<file path="src/rtl/pwm_dead_time_gen.sv">
// Complementary PWM gate pair with dead-time insertion, driven by an external
// mod-N count; duty is double-buffered and swapped only at the period boundary.
module pwm_dead_time_gen #(
  parameter int N     = 12,
  parameter int WIDTH = 4,
  parameter int DT    = 1
) (
  input  logic             clk,
  input  logic             reset,
  input  logic [WIDTH-1:0] count,
  input  logic [WIDTH:0]   duty_data,
  input  logic             duty_valid,
  output logic             duty_ready,
  output logic             pwm_h,
  output logic             pwm_l,
  output logic             period_tick,
  output logic             load_tick
);

  typedef enum logic [1:0] {LOW, DEAD_LH, HIGH, DEAD_HL} state_e;

  localparam logic [WIDTH:0]   NMAX = (WIDTH+1)'(N);
  localparam logic [WIDTH-1:0] LAST = WIDTH'(N-1);
  localparam logic [3:0]       DTV  = 4'(DT);

  logic [WIDTH:0] active_q, active_d;
  logic [WIDTH:0] pend_q, pend_d;
  logic           pend_vld_q, pend_vld_d;
  logic           raw_q, raw_d;
  logic           ptick_q, ltick_q, ltick_d;
  state_e         state_q, state_d;
  logic [3:0]     dcnt_q, dcnt_d;
  logic           wrap, accept;

  assign wrap       = (count == LAST);
  assign duty_ready = reset & ~pend_vld_q;
  assign accept     = duty_valid & duty_ready;
  assign raw_d      = ({1'b0, count} < active_q);

  // Swap at the wrap is exclusive with an accept: pending full means not ready.
  always_comb begin
    active_d   = active_q;
    pend_d     = pend_q;
    pend_vld_d = pend_vld_q;
    ltick_d    = 1'b0;
    if (wrap && pend_vld_q) begin
      active_d   = pend_q;
      pend_vld_d = 1'b0;
      ltick_d    = 1'b1;
    end
    if (accept) begin
      pend_d     = (duty_data > NMAX) ? NMAX : duty_data;
      pend_vld_d = 1'b1;
    end
  end

  always_comb begin
    state_d = state_q;
    dcnt_d  = dcnt_q;
    case (state_q)
      LOW: if (raw_q) begin
        state_d = (DT == 0) ? HIGH : DEAD_LH;
        dcnt_d  = DTV;
      end
      DEAD_LH: begin
        if (!raw_q)            state_d = LOW;
        else if (dcnt_q <= 1)  state_d = HIGH;
        else                   dcnt_d  = dcnt_q - 4'd1;
      end
      HIGH: if (!raw_q) begin
        state_d = (DT == 0) ? LOW : DEAD_HL;
        dcnt_d  = DTV;
      end
      // A raw pulse shorter than the dead time falls back without crossing over.
      DEAD_HL: begin
        if (raw_q)             state_d = HIGH;
        else if (dcnt_q <= 1)  state_d = LOW;
        else                   dcnt_d  = dcnt_q - 4'd1;
      end
      default: state_d = DEAD_HL;
    endcase
  end

  always_ff @(posedge clk) begin
    if (!reset) begin
      active_q   <= '0;
      pend_q     <= '0;
      pend_vld_q <= 1'b0;
      raw_q      <= 1'b0;
      ptick_q    <= 1'b0;
      ltick_q    <= 1'b0;
      state_q    <= DEAD_HL;
      dcnt_q     <= DTV;
    end else begin
      active_q   <= active_d;
      pend_q     <= pend_d;
      pend_vld_q <= pend_vld_d;
      raw_q      <= raw_d;
      ptick_q    <= wrap;
      ltick_q    <= ltick_d;
      state_q    <= state_d;
      dcnt_q     <= dcnt_d;
    end
  end

  assign pwm_h       = (state_q == HIGH);
  assign pwm_l       = (state_q == LOW);
  assign period_tick = ptick_q;
  assign load_tick   = ltick_q;

endmodule

</file>
<file path="config.mk">
export PLATFORM = sky130hd
export DESIGN_NAME = pwm_dead_time_gen
export DESIGN_NICKNAME = d
export VERILOG_FILES = /design/src/rtl/pwm_dead_time_gen.sv
export SDC_FILE = /design/constraint.sdc
export NUM_CORES = 1
export LEC_CHECK = 0
export BUFFER_PORTS_ARGS = -buffer_cell sky130_fd_sc_hd__buf_2
export CORE_MARGIN = 10
export CORE_UTILIZATION = 60
export CTS_BUF_LIST = sky130_fd_sc_hd__clkbuf_4 sky130_fd_sc_hd__clkbuf_8
export DETAILED_ROUTE_END_ITERATION = 10
export PLACE_DENSITY_LB_ADDON = 0.25
export SLEW_MARGIN = 0
export SYNTH_ARGS = -nofsm -noshare
export SYNTH_HDL_FRONTEND = slang
export SYNTH_SLANG_ARGS = --single-unit
</file>
<file path="constraint.sdc">
create_clock -name clk -period 3.15 [get_ports clk]
set_input_delay 0.1575 -clock clk [delete_from_list [all_inputs] [get_ports clk]]
set_output_delay 0.1575 -clock clk [all_outputs]
set_load 0.005 [all_outputs]
</file>
Yosys cells after proc, flatten, opt, wreduce, memory -nomap -nowiden
Cells that the tools add are included.

word-level totals
  bits in registers = 20
  latch bits = 0
  bits in writable memories = 0
  ROM bits = 0
  input bits = 12
  output and inout bits = 5
  word-level logic and storage cells = 47
  memories kept = 0

cells by class
  add/subtract/negate cells = 1
  multiply operators = 0
  divide/modulo/power cells = 0
  order comparisons = 3
  equality and inequality tests = 10
  shift-type cells = 0
  multiplexer cells = 17
  bitwise logic cells = 3
  reduce and logical (&&, ||, !) cells = 5

operator list
  cell                                                            count
  two-way mux 4 bit                                               5
  case mux 4 bit (4 select lines)                                 1
  two-way mux 2 bit                                               6
  case mux 2 bit (4 select lines)                                 1
  AND reduction 4 bit                                             2
  != test 2 bit (second input constant)                           3
  != test 3 bit (second input constant)                           2
  greater-than comparator 5 x 4 -> 1 bit (second input constant)  1
  less-than comparator 4 x 5 -> 1 bit                             1
  two-way mux 5 bit                                               1
  == test 2 bit (second input constant)                           2
  == test 4 bit (second input constant)                           1
  <= comparator 4 x 1 -> 1 bit (second input constant)            1
  subtractor 4 x 1 -> 4 bit (second input constant)               1
  two-way mux 1 bit                                               3
  AND 1 bit                                                       2
  == test 2 x 1 -> 1 bit (second input constant)                  1
  zero test 2 bit                                                 1
  != test 2 x 1 -> 1 bit (second input constant)                  1
  nonzero test 2 bit                                              1
  logical AND 1 bit                                               1
  NOT 1 bit                                                       1

Longest topological paths before layout
  depth after elaboration = 4
  gate-level depth with buffers = 6
  mapped depth without buffers = 6

Worst setup path before layout
Ideal clock, no wire load.

  path kind = register to register
  from = register dcnt_q[0]
  to = register dcnt_q[0]
  setup time = 0.136 ns
  arrival = 1.169 ns
  required time = 3.014 ns
  setup slack = 1.845 ns
  stages on the path, launching flop included = 7
  buffers on the path = 0
  clock period less this slack = 1.305 ns
  path through = dfxtp_1 inv_1 ha_1 nor2_1 nor3_2 and4_2 a311oi_1

on the way
  cells in the longest elaborated chain, start to end = 4
  elaborated cells on any way between the ends = 6
  those cells by class = 1 x add/sub; 1 x order compare; 4 x mux

ends and longest elaborated chain
  item                                                                              RTL line  text
  start, declared                                                                   32        logic [3:0] dcnt_q, dcnt_d;
  start signal, assigned                                                            102       dcnt_q <= dcnt_d;
  subtractor 4 x 1 -> 4 bit / <= comparator 4 x 1 -> 1 bit (equally long branches)  -
  two-way mux 4 bit (*)                                                             67, 77
  two-way mux 4 bit, on equally long branches                                       76, 66
  case mux 4 bit (4 select lines) (*)                                               60        case (state_q)

Mark *: on every way between the ends. The rest lies on a longest branch, timed or not. The select of a mux whose other input is x is not followed.
A chain may end at the register's enable or synchronous reset.

Worst setup path in the final report
Ends and elaborated chain as after synthesis.

==> results by group <==
Yosys
  – EDFF count, synth: 0
  – Top area cells in the synthesized netlist: dfxtp_1 44%, ha_1 6.8%, a21oi_1 6.0%
  – Post-synth ARST share: 0%
  – Most frequent cell after synthesis: dfxtp_1
  – Synthesized Nets: 126
  – Syn. warnings: 0
  – Distinct cells, synth: 29
  – Flops & latches, synth: 20
  – Leading register cell type out of synthesis: dfxtp_1
  – Syn Inst Count: roughly 110
  – Post-Syn Area: 917.1 um2
  – Synth area leader: dfxtp_1
  – Top cells by count, synth: 20 x dfxtp_1, 12 x nor2_1, 11 x a21oi_1
  – Share of the synthesized area in the top cell type: between 40% and 50%
  – Seq/Total Area, Yosys: a little over two fifths
  – Avg Inst Size Synth: roughly 8.4 um2

Timing
  – Final Max Slew Viols: 0
  – Final TNS setup: 0 ns
  – Final setup fails: 0
  – RSZ-0062 raised after global routing: no
  – Worst-Margin Slew: ~0.46 ns
  – Hold Vio Cnt, Final: 0
  – Final min period: about 1.5 ns
  – Final worst-path cycle share: 48.51%
  – Clock Skew: 0.004247 ns
  – Max_slew headroom: 69.19%
  – Max Clock Freq: 0.6544 GHz

Clock network
  – Clk_lat worst skew: approximately 0.30 ns
  – CTS Buffer Depth: 2
  – Post-CTS Setup Repair Bufs: 0
  – Clk pin slew, worst setup/hold paths: approximately 0.1 ns
  – CTS tree: built
  – Post-CTS Hold Buffers: 0
  – Post-cts sizing count: 0
  – Root Driver: clkbuf_4
  – H-tree depth: 1
  – CTS Sinks: 20
  – Inserted Clock Buffers: 3

Drt
  – Drt drc: 0
  – DRT iter0 DRCs: 22
  – Antenna-violating nets left: 0
  – Vias per cell: approximately 5.7
  – Post-Route WL: between 1.5 and 2 mm
  – Avg WL per Cell: ~14 um
  – Vias: approximately 800
  – Pre-antenna DRT Iters: 4

Place
  – Placed instance count: around 140
  – PortBufs: 16
  – DP HPWL: roughly 1.5 mm
  – Final Wtd Congestion: ~0.75

Setup path
  – CP max stage cell: nor3_2
  – CP endpoint kind: flop
  – CP peak stage delay: 0.36 ns
  – Critical path type: flop to flop
  – Crit path DAT: about 1.7 ns
  – Worst-path fanout max: 7
  – Crit path required time: 3.33 ns
  – Startpoint Class: flop
  – CP Cell Sequence: inv_1, ha_1, nor2_1, nor3_2, and4_2, a311oi_1

Power
  – Maximum vdd drop: 0.2920 mV
  – Power density cells: between 400 and 500 mW/mm2
  – Leakage power total: roughly 0.00043 uW

Floorplan
  – Initial Utilization: a little over 60%
  – I/O pins: 17
  – Die ar.: around 0.0035 mm2
  – Core area: 0.001471 mm2
  – Row cnt: 14
  – Die Y: just under 60 um
  – Die span in x: 59.10 um

Global routing
  – Vias in the first global route: a little over 800
  – First-pass GRT wire length: roughly 3.4 mm
  – Initial antenna violation count: 0
  – Gr usage total: between 10% and 20%
  – Largest net degree at the start of global routing: 19
  – GR Overflow Total: 0

Layout
  – Layout area overhead: 12.28%
  – Area of the multi-input gates: 459.2 um2
  – Nets: approximately 140
  – Register Area: 400.4 um2
  – Share of cells above drive strength 1: between 20 and 25%
  – Final cell count without fillers: 140
  – Antenna cells: 0
  – FILL cells: 128

Run
  – Max_cap viols: 0

Run status
  – Status: completed

Min path
  – Worst Hold Class: input port to flop
## routing by layer
metal  track usage, %  up-vias  wire length (um)
met3            2.361        5                86
li1                 -      412                 -
met4            5.902        0                36
met1            12.99      365               755
met2            21.47       16              1015
met5                0        -                 0
## state kept, by name, indices dropped and copies added, names as in the netlist, named ones only
signal / count
active_q: 5
pend_q: 5
dcnt_q: 4
load_tick: 1
pend_vld_q: 1
period_tick: 1
raw_q: 1
state_q: 1
## where the power goes
group | internal (uW) | switching (uW) | total, uW | leakage, uW
Combinational | 19.0 | 25.4 | 44.4 | 0.000248
Sequential | 260 | 8.90 | 269 | 0.000163
Clock | 70.5 | 76.0 | 147 | 0.0000210
## cells by family after synthesis
| kind of cell | count (synthesis) | share of synthesized area [%] |
|---|---|---|
| compound gates | 24 | 16.64 |
| simple gates | 45 | 24.83 |
| flops | 20 | 43.66 |
| buf+inv | 14 | 6.274 |
| fa+ha+maj | 5 | 6.821 |
| xor+xnor | 1 | 1.774 |
## through the flow
stage	util [%]	instance area (um2)	hold slack, ns	setup WS [ns]	total power [uW]
finish	69.98	1030	0.06446	1.622	460.1
global route	69.98	1030	0.05607	1.436	480.6
CTS	69.98	1030	0.06642	1.618	463.0
detailed placement	67.52	993.5	0.3786	1.643	319.5
global placement	67.52	993.5	0.3732	1.749	317.5
floorplan	-	917.1	0.2833	1.845	302.7
## cell type report
type                            count  share of cell area, %
Multi-Input combinational cell     75                  44.59
Tap cell                           16                  1.944
Timing Repair Buffer               16                  7.776
Inverter                            9                  3.281
Clock buffer                        4                  3.524
Sequential cell                    20                  38.88
## worst max-delay path: cells and delay by family, from the launching register on
| kind | cells | cell delay [ns] |
|---|---|---|
| flops | 1 | 0.35 |
| buf+inv | 1 | 0.10 |
| fa+ha+maj | 1 | 0.19 |
| simple gates | 3 | 0.72 |
| compound gates | 1 | 0.05 |
## layout by cell type (no fill, tap or decap), types with 3 or more instances in the layout
cell type,n
dfxtp_1,20
buf_2,16
nor2_1,12
a21oi_1,11
nand2_1,10
nand3_1,9
inv_1,8
ha_1,5
o21ai_0,4
nor3_1,3
clkbuf_4,3
## worst paths after layout
check,from,to,slack [ns],cells after the start
max,dcnt_q[0],dcnt_q[0],1.62,6
min,duty_data[1],pend_q[1],0.06,2
max reg2reg,dcnt_q[0],dcnt_q[0],1.62,6
min reg2reg,active_q[2],active_q[2],0.46,2
Power figures use the tool's default switching activity.
